--- src/rtl/mem_2r1w_arb.sv ---
// Arbiter and sequencer in front of a two-read/one-write synchronous memory: writes have priority
// with a bounded reader starvation guard, reads are granted two per cycle round-robin.
module mem_2r1w_arb #(
    parameter int unsigned width_p      = 32,
    parameter int unsigned els_p        = 16,
    parameter int unsigned num_rd_p     = 4,
    parameter int unsigned max_starve_p = 4,
    localparam int unsigned addr_width_lp = $clog2(els_p)
) (
    input  logic                              clk_i,
    input  logic                              reset_i,

    input  logic [num_rd_p-1:0]               rd_v_i,
    input  logic [num_rd_p*addr_width_lp-1:0] rd_addr_i,
    output logic [num_rd_p-1:0]               rd_yumi_o,
    output logic [num_rd_p-1:0]               rd_v_o,
    output logic [num_rd_p*width_p-1:0]       rd_data_o,

    input  logic                              wr_v_i,
    input  logic [addr_width_lp-1:0]          wr_addr_i,
    input  logic [width_p-1:0]                wr_data_i,
    output logic                              wr_yumi_o,

    output logic                              mem_a_v_o,
    output logic                              mem_a_w_o,
    output logic [addr_width_lp-1:0]          mem_a_addr_o,
    output logic [width_p-1:0]                mem_a_data_o,
    output logic                              mem_b_v_o,
    output logic [addr_width_lp-1:0]          mem_b_addr_o,
    input  logic [width_p-1:0]                mem_a_data_i,
    input  logic [width_p-1:0]                mem_b_data_i
);

    localparam int unsigned ptr_width_lp = $clog2(num_rd_p);
    localparam int unsigned cnt_width_lp = $clog2(max_starve_p + 1);
    localparam logic [cnt_width_lp-1:0] starve_max_lp = cnt_width_lp'(max_starve_p);

    // Cyclic requester index: (base + off) mod num_rd_p, with off < num_rd_p.
    function automatic logic [ptr_width_lp-1:0] wrap_idx(input logic [ptr_width_lp-1:0] base,
                                                        input int unsigned off);
        int unsigned sum;
        sum = 32'(base) + off;
        if (sum >= num_rd_p) begin
            sum = sum - num_rd_p;
        end
        return ptr_width_lp'(sum);
    endfunction

    logic [addr_width_lp-1:0] rd_addr [num_rd_p];
    logic [width_p-1:0]       rd_data [num_rd_p];

    for (genvar k = 0; k < num_rd_p; k++) begin : g_slice
        assign rd_addr[k] = rd_addr_i[k*addr_width_lp +: addr_width_lp];
        assign rd_data_o[k*width_p +: width_p] = rd_data[k];
    end

    logic [ptr_width_lp-1:0] rr_ptr_q, rr_ptr_d;
    logic [cnt_width_lp-1:0] starve_cnt_q, starve_cnt_d;
    logic [ptr_width_lp-1:0] a_owner_q, a_owner_d, b_owner_q, b_owner_d;
    logic                    a_live_q, a_live_d, b_live_q, b_live_d;

    logic                    any_rd;
    logic                    starve_limit;
    logic                    wr_grant;
    logic                    a_found, b_found;
    logic [ptr_width_lp-1:0] a_idx, b_idx;
    logic                    a_grant, b_grant;

    assign any_rd       = |rd_v_i;
    assign starve_limit = (starve_cnt_q == starve_max_lp);
    // A pending reader that has waited out the guard takes the cycle from the writer.
    assign wr_grant     = ~reset_i & wr_v_i & ~(any_rd & starve_limit);

    always_comb begin
        a_found = 1'b0;
        b_found = 1'b0;
        a_idx   = '0;
        b_idx   = '0;
        for (int unsigned i = 0; i < num_rd_p; i++) begin
            if (rd_v_i[wrap_idx(rr_ptr_q, i)]) begin
                if (!a_found) begin
                    a_found = 1'b1;
                    a_idx   = wrap_idx(rr_ptr_q, i);
                end else if (!b_found) begin
                    b_found = 1'b1;
                    b_idx   = wrap_idx(rr_ptr_q, i);
                end
            end
        end
    end

    assign a_grant = ~reset_i & ~wr_grant & a_found;
    assign b_grant = ~reset_i & ~wr_grant & b_found;

    always_comb begin
        rd_yumi_o = '0;
        if (a_grant) begin
            rd_yumi_o[a_idx] = 1'b1;
        end
        if (b_grant) begin
            rd_yumi_o[b_idx] = 1'b1;
        end
    end

    assign wr_yumi_o    = wr_grant;
    assign mem_a_v_o    = wr_grant | a_grant;
    assign mem_a_w_o    = wr_grant;
    assign mem_a_addr_o = wr_grant ? wr_addr_i : rd_addr[a_idx];
    assign mem_a_data_o = wr_data_i;
    // Port b is only ever driven by the second read grant, never alongside a write.
    assign mem_b_v_o    = b_grant;
    assign mem_b_addr_o = rd_addr[b_idx];

    always_comb begin
        rr_ptr_d = rr_ptr_q;
        if (b_grant) begin
            rr_ptr_d = wrap_idx(b_idx, 1);
        end else if (a_grant) begin
            rr_ptr_d = wrap_idx(a_idx, 1);
        end
    end

    always_comb begin
        starve_cnt_d = starve_cnt_q;
        if (a_grant || !any_rd) begin
            starve_cnt_d = '0;
        end else if (wr_grant && !starve_limit) begin
            starve_cnt_d = starve_cnt_q + 1'b1;
        end
    end

    always_comb begin
        a_live_d  = a_grant;
        b_live_d  = b_grant;
        a_owner_d = a_grant ? a_idx : a_owner_q;
        b_owner_d = b_grant ? b_idx : b_owner_q;
    end

    always_ff @(posedge clk_i) begin
        if (reset_i) begin
            rr_ptr_q     <= '0;
            starve_cnt_q <= '0;
            a_owner_q    <= '0;
            b_owner_q    <= '0;
            a_live_q     <= 1'b0;
            b_live_q     <= 1'b0;
        end else begin
            rr_ptr_q     <= rr_ptr_d;
            starve_cnt_q <= starve_cnt_d;
            a_owner_q    <= a_owner_d;
            b_owner_q    <= b_owner_d;
            a_live_q     <= a_live_d;
            b_live_q     <= b_live_d;
        end
    end

    always_comb begin
        rd_v_o = '0;
        for (int unsigned k = 0; k < num_rd_p; k++) begin
            rd_data[k] = '0;
        end
        if (a_live_q) begin
            rd_data[a_owner_q] = mem_a_data_i;
        end
        if (b_live_q) begin
            rd_data[b_owner_q] = mem_b_data_i;
        end
        if (!reset_i) begin
            if (a_live_q) begin
                rd_v_o[a_owner_q] = 1'b1;
            end
            if (b_live_q) begin
                rd_v_o[b_owner_q] = 1'b1;
            end
        end
    end

endmodule

--- config.mk ---
export PLATFORM = sky130hd
export DESIGN_NAME = mem_2r1w_arb
export DESIGN_NICKNAME = d
export VERILOG_FILES = /design/src/rtl/mem_2r1w_arb.sv
export SDC_FILE = /design/constraint.sdc
export NUM_CORES = 1
export LEC_CHECK = 0
export ABC_AREA = 1
export CAP_MARGIN = 10
export CORE_AREA = 3 3 116 118
export DETAILED_ROUTE_END_ITERATION = 7
export DIE_AREA = 0 0 119 121
export PLACE_DENSITY_LB_ADDON = 0.08
export SLEW_MARGIN = 10
export SYNTH_ARGS = -nofsm -noshare
export SYNTH_HDL_FRONTEND = slang
export SYNTH_SLANG_ARGS = --single-unit
--- constraint.sdc ---
create_clock -name clk_i -period 3.14 [get_ports clk_i]
set_clock_uncertainty 0.15 [all_clocks]
set_input_delay 0.628 -clock clk_i [delete_from_list [all_inputs] [get_ports clk_i]]
set_output_delay 0.628 -clock clk_i [all_outputs]
set_load 0.005 [all_outputs]
## Word-level counts from Yosys, hierarchy flattened

Cells that the tools add are included.
Widths: inputs -> output; s select.

| storage, ports and cells | value |
|---|---|
| memories | 0 |
| output and inout port bits | 180 |
| memory bits (writable) | 0 |
| bits in latches | 0 |
| flip-flop bits (word level) | 11 |
| input port bits | 123 |
| word-level logic and storage cells | 142 |
| bits in read-only memories | 0 |

| operators by class | value |
|---|---|
| $mul | 0 |
| reductions and logical operators | 13 |
| equal/unequal tests | 1 |
| div/mod/pow operators | 0 |
| bitwise operators | 17 |
| order comparisons | 24 |
| $add $sub $neg | 12 |
| shifts and indexed selects | 0 |
| mux-type cells | 69 |

Operators by type and width:

| cell | count |
|---|---|
| $mux 128 | 2 |
| $and 128x128->128 | 1 |
| $bwmux 128 | 1 |
| $demux 32 s2 | 2 |
| $mux 32 | 2 |
| $mux 2 | 23 |
| $mux 4 | 11 |
| $ge 3x3->1 const B | 9 |
| $lt 2x3->1 const B | 8 |
| $mux 1 | 18 |
| $bmux 4 s2 | 2 |
| $not 2->3 | 4 |
| $sub 2x1->2 const B | 6 |
| $add 2x1->3 const B | 3 |
| $bmux 1 s2 | 4 |
| $demux 1 s2 | 4 |
| $ge 2x1->1 const B | 4 |
| $or 4x4->4 | 2 |
| $logic_and 1x1->1 | 7 |
| $add 2x2->3 const B | 2 |
| $and 1x1->1 | 6 |
| $lt 3x1->1 const B | 2 |
| $reduce_or 4->1 | 1 |
| $add 3x1->3 const B | 1 |
| 8 further kinds | 11 |

## Depth between registers and ports, before layout

Gate-level depths: netlist of the first run.

| logic depth | value |
|---|---|
| word-level depth | 19 |
| depth in mapped cells | 20 |
| mapped depth without buffers | 19 |

## Worst setup path after synthesis of the first run

No wires, ideal clock.

| timing path | value |
|---|---|
| kind | input-to-output |
| start | in rd_v_i[3] |
| end | out mem_a_addr_o[3] |
| arrival | 2,139 ps |
| buffers on the path | 1 |
| required time | 2,362 ps |
| stages on the path | 19 |
| path slack | 223 ps |
| path through | inv_1 > nand2_1 > nand3_1 > nand2_4 > ha_1 > inv_1 > nand2_1 > o21ai_0 > nand2_1 > nand2_2 > nand2_4 > nand2_4 > buf_6 > nand2_1 > o21ai_1 > nand2_1 > nand2_1 > nand2_1 > nand2_1 |

| on the way | value |
|---|---|
| cells in the longest elaborated chain, start to end | 14 |
| elaborated cells on any way between the ends | 27 |
| those cells by class | 22 x mux; 4 x bitwise; 1 x reduce/logical |

RTL lines:

| what | line | RTL |
|---|---|---|
| start: declaration | 13 | `input logic [num_rd_p-1:0] rd_v_i,` |
| $bmux 1 s2 | 80 | `if (rd_v_i[wrap_idx(rr_ptr_q, i)]) begin` |
| $mux 1 (implied by the code) | 80 |  |
| $mux 2 or $mux 1 (tied branches) | 80 |  |
| $mux 2 | 81 | `if (!a_found) begin` |
| $mux 2 | 80 |  |
| $mux 2 | 81 |  |
| $mux 2 | 80 |  |
| $mux 2 | 81 |  |
| $mux 2 | 80 |  |
| $not 2->3 (implied by the code) | 108 | `assign mem_a_addr_o = wr_grant ? wr_addr_i : rd_addr[a_idx];` |
| $bmux 4 s2 | 108 |  |
| $mux 4 (implied by the code) (2 in a row) | 108 |  |
| $mux 4 * | 108 |  |
| end: declaration | 26 | `output logic [addr_width_lp-1:0] mem_a_addr_o,` |

Mark *: on every way between the ends. The rest lies on a longest branch, timed or not. The select of a mux whose other input is x is not followed.

## Worst setup path after layout of the first run

| timing path | value |
|---|---|
| start | reg rr_ptr_q[0] |
| end | out mem_b_v_o |

| on the way | value |
|---|---|
| cells in the longest elaborated chain, start to end | 12 |
| elaborated cells on any way between the ends | 33 |
| those cells by class | 7 x add/sub; 4 x order compare; 21 x mux; 1 x bitwise |

RTL lines:

| what | line | RTL |
|---|---|---|
| start: declaration | 57 | `logic [ptr_width_lp-1:0] rr_ptr_q, rr_ptr_d;` |
| start signal: assignment | 148 | `rr_ptr_q <= rr_ptr_d;` |
| branches (longest 10 deep; another with $add 2x1->3) | - |  |
| $mux 1 * | 80 |  |
| $and 1x1->1 * | 93 | `assign b_grant = ~reset_i & ~wr_grant & b_found;` |
| end: declaration | 28 | `output logic mem_b_v_o,` |

Mark *: on every way between the ends. The select of a mux whose other input is x is not followed.

==> results.toml, run 1 <==
[outcome]
run_status = "finished, violations left"
violations = "negative setup slack"

[layout]
seq_area_um2 = 225
layout-drive-gt1-share = 0.215
antenna-diode-count = 0
fillCellCount = 1303
multi_input_area_um2 = 2040
commonest_cells_after_routing_fill_and_taps_aside = "clkdlybuf4s50_1 (221), o22ai_1 (129), inv_1 (91), nand2_1 (82), buf_4 (70)"
design.final.nets = 900
flow.area_growth_from_synthesis_pct = 110
final_common_cell = "clkdlybuf4s50_1"

[clock_tree]
htree_num_levels = 1
cts_buffers = 3
clk-insertion-delay-late_ns = 0.24
ctsLongestPathBuffers = 2
cts_sinks = 11
cts.hold.buffers_added = 0
ctsRootBufferMaster = "clkbuf_16"
tritoncts = "built"
cts.clk_slew.worst_paths_ns = 0.05

[worst_setup_path]
timing.critical_path.required_ns = 2.36
cp_data_arrival_time_ns = 2.43
crit_path_end_kind = "output port"
regToRegSetupSlack_ns = 0.63
crit_path_max_fanout = 6
worst_r2r_startpoint = "rr_ptr_q[0]"
worst_r2r_path_depth = 21
worstSetupPathType = "reg2out"
crit-reg2reg-capture = "rr_ptr_q[1]"
setup.worst_path.start_class = "flop"

[global_route]
gr-usage-all-layers = 0.205
grt_antenna_before_repair = 0
overflow = 0
grt_start_max_net_pins = 34
grt_first_pass_wirelength_um = 24200
vias_in_the_first_global_route = 4479

[die]
die_area_um2 = 14400
die_height_um = 121
starting_density_of_the_core = 0.225
fp.coreArea_um2 = 12600
die-width_um = 119
boundaryPins = 303
num_rows = 41

[logic_synthesis]
yosysWarningCount = 0
yosysTopAreaCell = "o22ai_1"
syn-cell-area_um2 = 2830
synth-seq-cells = 11
synth-seq-area-share = 0.0778
synth_enable_flop_cells = 0
synth_top_area_share = 0.290
synth_fp_nets = 638
synth.top_cells.by_area = "o22ai_1 (29%), inv_1 (13%), nand2_1 (12%)"
synth_area_per_inst_um2 = 5.54
async_reset_ff_frac = 0
synth_ff_type = "dfxtp_1"
yosys.cell_types.count = 25
postSynthCellCount = 511

[timing]
timing.final.hold_violations = 0
grt_setup_unrepaired = "yes"
final.min_clock_period_ns = 3.21
setup-violations-final = 7
worst-slew-pin-transition_ns = 0.456
maxSlewHeadroom = 0.696
hold_slack_ns = 0.340
timing.fmax_mhz = 312
slew_viol_final = 0
finalCritPeriodShare = 1.02
post-route-worst-setup-slack_ns = -0.0655

[routing]
route.final.wire_length_um = 16200
firstDrtPassIters = 4
vias = 4665
avgViaCountPerCell = 4.94
drtAntennaViolNets = 0
avgRoutedWirePerCell_um = 17.2
route.detailed.drc = 0
detailedRoute.firstIterationViolations = 312

[placed_design]
number_of_buffers_inserted_by_port_buffering = 238
dp_worst_setup_slack_ns = -0.847
globalplace.congestion = 0.871
dp_hpwl_um = 11800

[worst_hold_path]
holdCritStartpoint = "starve_cnt_q[1]"
hold_end = "starve_cnt_q[1]"
worst_hold_path_type = "reg2reg"
whs_path_depth = 2

[power_and_ir_drop]
power.leakage_uw = 0.00264
ir_drop_uv = 217
fin_total_pwr_uw = 1900
cellPowerDensity_nw_per_um2 = 320

[job]
drv.max_cap_violation_count = 0
## stage by stage
step	TNS, ns	cell area (µm²)	cells	utilization
finish	-0.275	5940	944	0.473
global route	-1.68	5940	944	0.473
CTS	-0.105	5800	936	0.462
detailed placement	-9.90	5450	910	0.434
global placement	-9.65	5450	910	0.434
floorplan	0	2830	511	-
## what timing repair did
item | in CTS | in global routing
cloned | 1 | 0
resized for setup | 109 | 23
pin swaps | 31 | 25
setup buffers | 21 | 8
endpoints found under the hold margin | 0 | 0
endpoints found under the setup margin | 14 | 14
## flip-flops by register name, indices dropped and copies added, names as in the netlist
signal / cells
b_owner_q: 2
rr_ptr_q: 2
a_live_q: 1
a_owner_q: 2
b_live_q: 1
starve_cnt_q: 3
## logic make-up (layout without fill, tap and decap cells)
| logic type | count (synthesis) | in the layout | synth area share |
|---|---|---|---|
| AO/OA/AOI/OAI | 174 | 174 | 0.372 |
| buffers and inverters | 164 | 424 | 0.273 |
| AND/OR/NAND/NOR | 157 | 158 | 0.256 |
| flip-flops | 11 | 11 | 0.0778 |
| adder cells (fa/ha/maj) | 4 | 4 | 0.0177 |
| XOR/XNOR | 1 | 1 | 0.00310 |
## report_power, final
group | switching, µW | total (µW) | internal (µW) | leakage [µW]
logic | 725 | 1490 | 770 | 0.00250
clock network | 67.3 | 236 | 169 | 0.0000409
registers | 17.8 | 172 | 154 | 0.0000912
## cell usage after synthesis, types with 8 or more instances
cell type  instances
o21ai_0           11
dfxtp_1           11
nand3_1           21
o21ai_1            8
o22ai_1          131
nor2_1            17
inv_1             99
a21oi_1           19
buf_4             33
nand2_2           10
clkbuf_1          25
nand2_1           94
## worst max-delay path, cell delays in order (launching register included)
cell and delay (ns):
dfxtp_4 0.36, buf_6 0.12, inv_8 0.04, buf_6 0.11
nand2_2 0.05, nand2_2 0.06, buf_4 0.13, nand2_1 0.05
nand2_1 0.10, buf_4 0.17, a21oi_1 0.29, nor2_4 0.11
buf_4 0.15, clkdlybuf4s50_1 0.44
## per-layer routing
| layer | share of wire | vias to the layer above | routed length, µm | global-route usage |
|---|---|---|---|---|
| met5 | 0 | - | 0 | 0 |
| met4 | 0.022 | 0 | 350 | 0.0572 |
| met3 | 0.063 | 18 | 1020 | 0.0345 |
| met2 | 0.51 | 226 | 8260 | 0.384 |
| met1 | 0.41 | 2164 | 6600 | 0.238 |
| li1 | - | 2257 | - | - |
## how the worst max path moves through the flow
stage	startpoint	endpoint	depth (start not counted)
after floorplan	rd_v_i[3]	mem_a_addr_o[3]	19
after global placement	rd_v_i[3]	rd_yumi_o[0]	16
after detailed placement	rd_v_i[3]	rd_yumi_o[0]	16
after CTS	rr_ptr_q[0]	mem_b_v_o	13
after global routing	rr_ptr_q[0]	mem_a_addr_o[1]	21
final	rr_ptr_q[0]	mem_b_v_o	13
## area by class of cell
| class | count | share of cell area |
|---|---|---|
| well taps | 172 | 0.0362 |
| inverters | 101 | 0.0651 |
| clock buffers | 3 | 0.0126 |
| repair buffers | 319 | 0.503 |
| clock inverters | 1 | 0.000843 |
| flip-flops and latches | 11 | 0.0379 |
| multi-input cells | 337 | 0.344 |
Note: power is estimated with default switching activity, not from simulation.
==> run 2: changes to the inputs <==
Settings changed: CORE_AREA 3 3 116 118 to 2 2 118 120, DIE_AREA 0 0 119 121 to 0 0 120 122, HOLD_SLACK_MARGIN set to 0.15, SLEW_MARGIN 10 to unset.
==> results.toml, run 2 (synthesized netlist as in run 1, its figures left out) <==
[global_route]
overflow = 0
vias_in_the_first_global_route = 4560
grt_start_max_net_pins = 34
grt_antenna_before_repair = 0
gr-usage-all-layers = 0.197
grt_first_pass_wirelength_um = 23500

[timing]
final.min_clock_period_ns = 3.13
worst-slew-pin-transition_ns = 0.455
finalCritPeriodShare = 0.995
timing.final.hold_violations = 0
slew_viol_final = 0
maxSlewHeadroom = 0.696
grt_setup_unrepaired = "yes"
timing.fmax_mhz = 320
setup-violations-final = 0

[routing]
avgViaCountPerCell = 4.86
avgRoutedWirePerCell_um = 16.8
firstDrtPassIters = 6
detailedRoute.firstIterationViolations = 147
route.detailed.drc = 0
route.final.wire_length_um = 16000
drtAntennaViolNets = 0
vias = 4632

[clock_tree]
clk-insertion-delay-late_ns = 0.24
tritoncts = "built"
ctsRootBufferMaster = "clkbuf_16"
cts.clk_slew.worst_paths_ns = 0.04
cts_buffers = 3
cts_sinks = 11
cts.hold.buffers_added = 0
ctsLongestPathBuffers = 2
htree_num_levels = 1

[die]
die_area_um2 = 14600
num_rows = 43
die-width_um = 120
die_height_um = 122
boundaryPins = 303
fp.coreArea_um2 = 13500
starting_density_of_the_core = 0.209

[layout]
antenna-diode-count = 0
design.final.nets = 901
layout-drive-gt1-share = 0.229
flow.area_growth_from_synthesis_pct = 114
fin_area_um2 = 6060
finalCoreUtilization = 0.448
fillCellCount = 1436
final_common_cell = "clkdlybuf4s50_1"
largest-register = "starve_cnt_q"
commonest_cells_after_routing_fill_and_taps_aside = "clkdlybuf4s50_1 (222), o22ai_1 (129), inv_1 (89), nand2_1 (75), buf_4 (69)"
multi_input_area_um2 = 2110
largest_register_ff_count = 3
seq_area_um2 = 224

[worst_setup_path]
crit_path_end_kind = "output port"
crit_path_max_fanout = 7
timing.critical_path.max_delay_family = "buffers and inverters"
timing.critical_path.required_ns = 2.36
worstSetupPathType = "reg2out"
worst_r2r_path_depth = 20
critical-path-slowest-cell = "clkdlybuf4s50_1"
worst-path-buf-inv = 6
worst_path_largest_cell_delay_ns = 0.49
crit_chain = "buf_6, clkinv_8, nand2_4, nand3_1, inv_1, nor2_4, buf_4, nand3_2, nand2_2, nor2_4, buf_4, clkdlybuf4s50_1"
cp_data_arrival_time_ns = 2.35
cp_num_cells = 12
setup.worst_path.start_class = "flop"

[power_and_ir_drop]
ir_drop_uv = 189
fin_total_pwr_uw = 1910
power.leakage_uw = 0.00266
cellPowerDensity_nw_per_um2 = 315

[job]
drv.max_cap_violation_count = 0

[outcome]
run_status = "complete, no violations"

[placed_design]
dp_hpwl_um = 11500
globalplace.congestion = 0.817
place_area_um2 = 5450
number_of_buffers_inserted_by_port_buffering = 238

[worst_hold_path]
worst_hold_path_type = "reg2reg"
whs_path_depth = 2
## run 2: changes by cell type in the layout (fill, tap and decap cells not counted), moves of 3 or more
| cell | before | now |
|---|---|---|
| nand2_1 | 82 | 75 |
| nand2_4 | 10 | 16 |
| nor2_1 | 17 | 13 |
| nor2_2 | 0 | 4 |
| o21ai_0 | 7 | 10 |
## run 2: layer usage
| layer | GRT usage | routed length [µm] | vias up | part of all wire |
|---|---|---|---|---|
| met3 | 0.0314 | 986 | 32 | 0.062 |
| met1 | 0.219 | 6180 | 2133 | 0.39 |
| li1 | - | - | 2262 | - |
| met2 | 0.385 | 8480 | 205 | 0.53 |
| met4 | 0.0529 | 375 | 0 | 0.023 |
| met5 | 0 | 0 | - | 0 |
## run 2: cell type report
class	count	area share
Tap cell	180	0.0372
Timing Repair Buffer	319	0.498
Clock inverter	1	0.000826
Clock buffer	3	0.0124
Inverter	101	0.0655
Multi-Input combinational cell	338	0.349
Sequential cell	11	0.0370
## run 2: metrics by stage
| step | worst slack (ns) | hold WS [ns] | instances | setup TNS [ns] |
|---|---|---|---|---|
| final | 0.0144 | 0.334 | 953 | 0 |
| after global routing | -0.123 | 0.373 | 953 | -0.771 |
| after floorplan | 0.223 | 0.306 | 511 | 0 |
| after CTS | -0.0105 | 0.338 | 946 | -0.0183 |
| after global placement | -0.789 | 0.322 | 918 | -9.64 |
| after detailed placement | -0.805 | 0.330 | 918 | -9.97 |
## run 2: path summary, 6_finish.rpt
path / from / endpoint / slack [ns]
setup / recovery: rr_ptr_q[0] / mem_b_v_o / 0.01
hold / removal: starve_cnt_q[0] / starve_cnt_q[0] / 0.33
setup reg to reg: rr_ptr_q[0] / rr_ptr_q[1] / 0.70
hold reg to reg: starve_cnt_q[0] / starve_cnt_q[0] / 0.33
## run 2: worst reg2reg max path, delay by kind of cell, from the launching register on
family | cells | cell delay (ns)
flip-flops | 1 | 0.36
buffers and inverters | 6 | 0.69
AND/OR/NAND/NOR | 14 | 1.19
## run 2: what timing repair did
action / CTS / global route
endpoints found under the setup margin: 16 / 15
pin swaps: 31 / 33
buffers inserted: 22 / 6
gates cloned: 2 / 1
gates resized for setup: 105 / 45
## run 2: power by group
part	total, µW	leakage [µW]	internal [µW]	switching [µW]
Sequential	169	0.0000908	154	15.0
Clock	233	0.0000409	169	64.3
Combinational	1510	0.00253	778	729
Total	1910	0.00266	1100	809
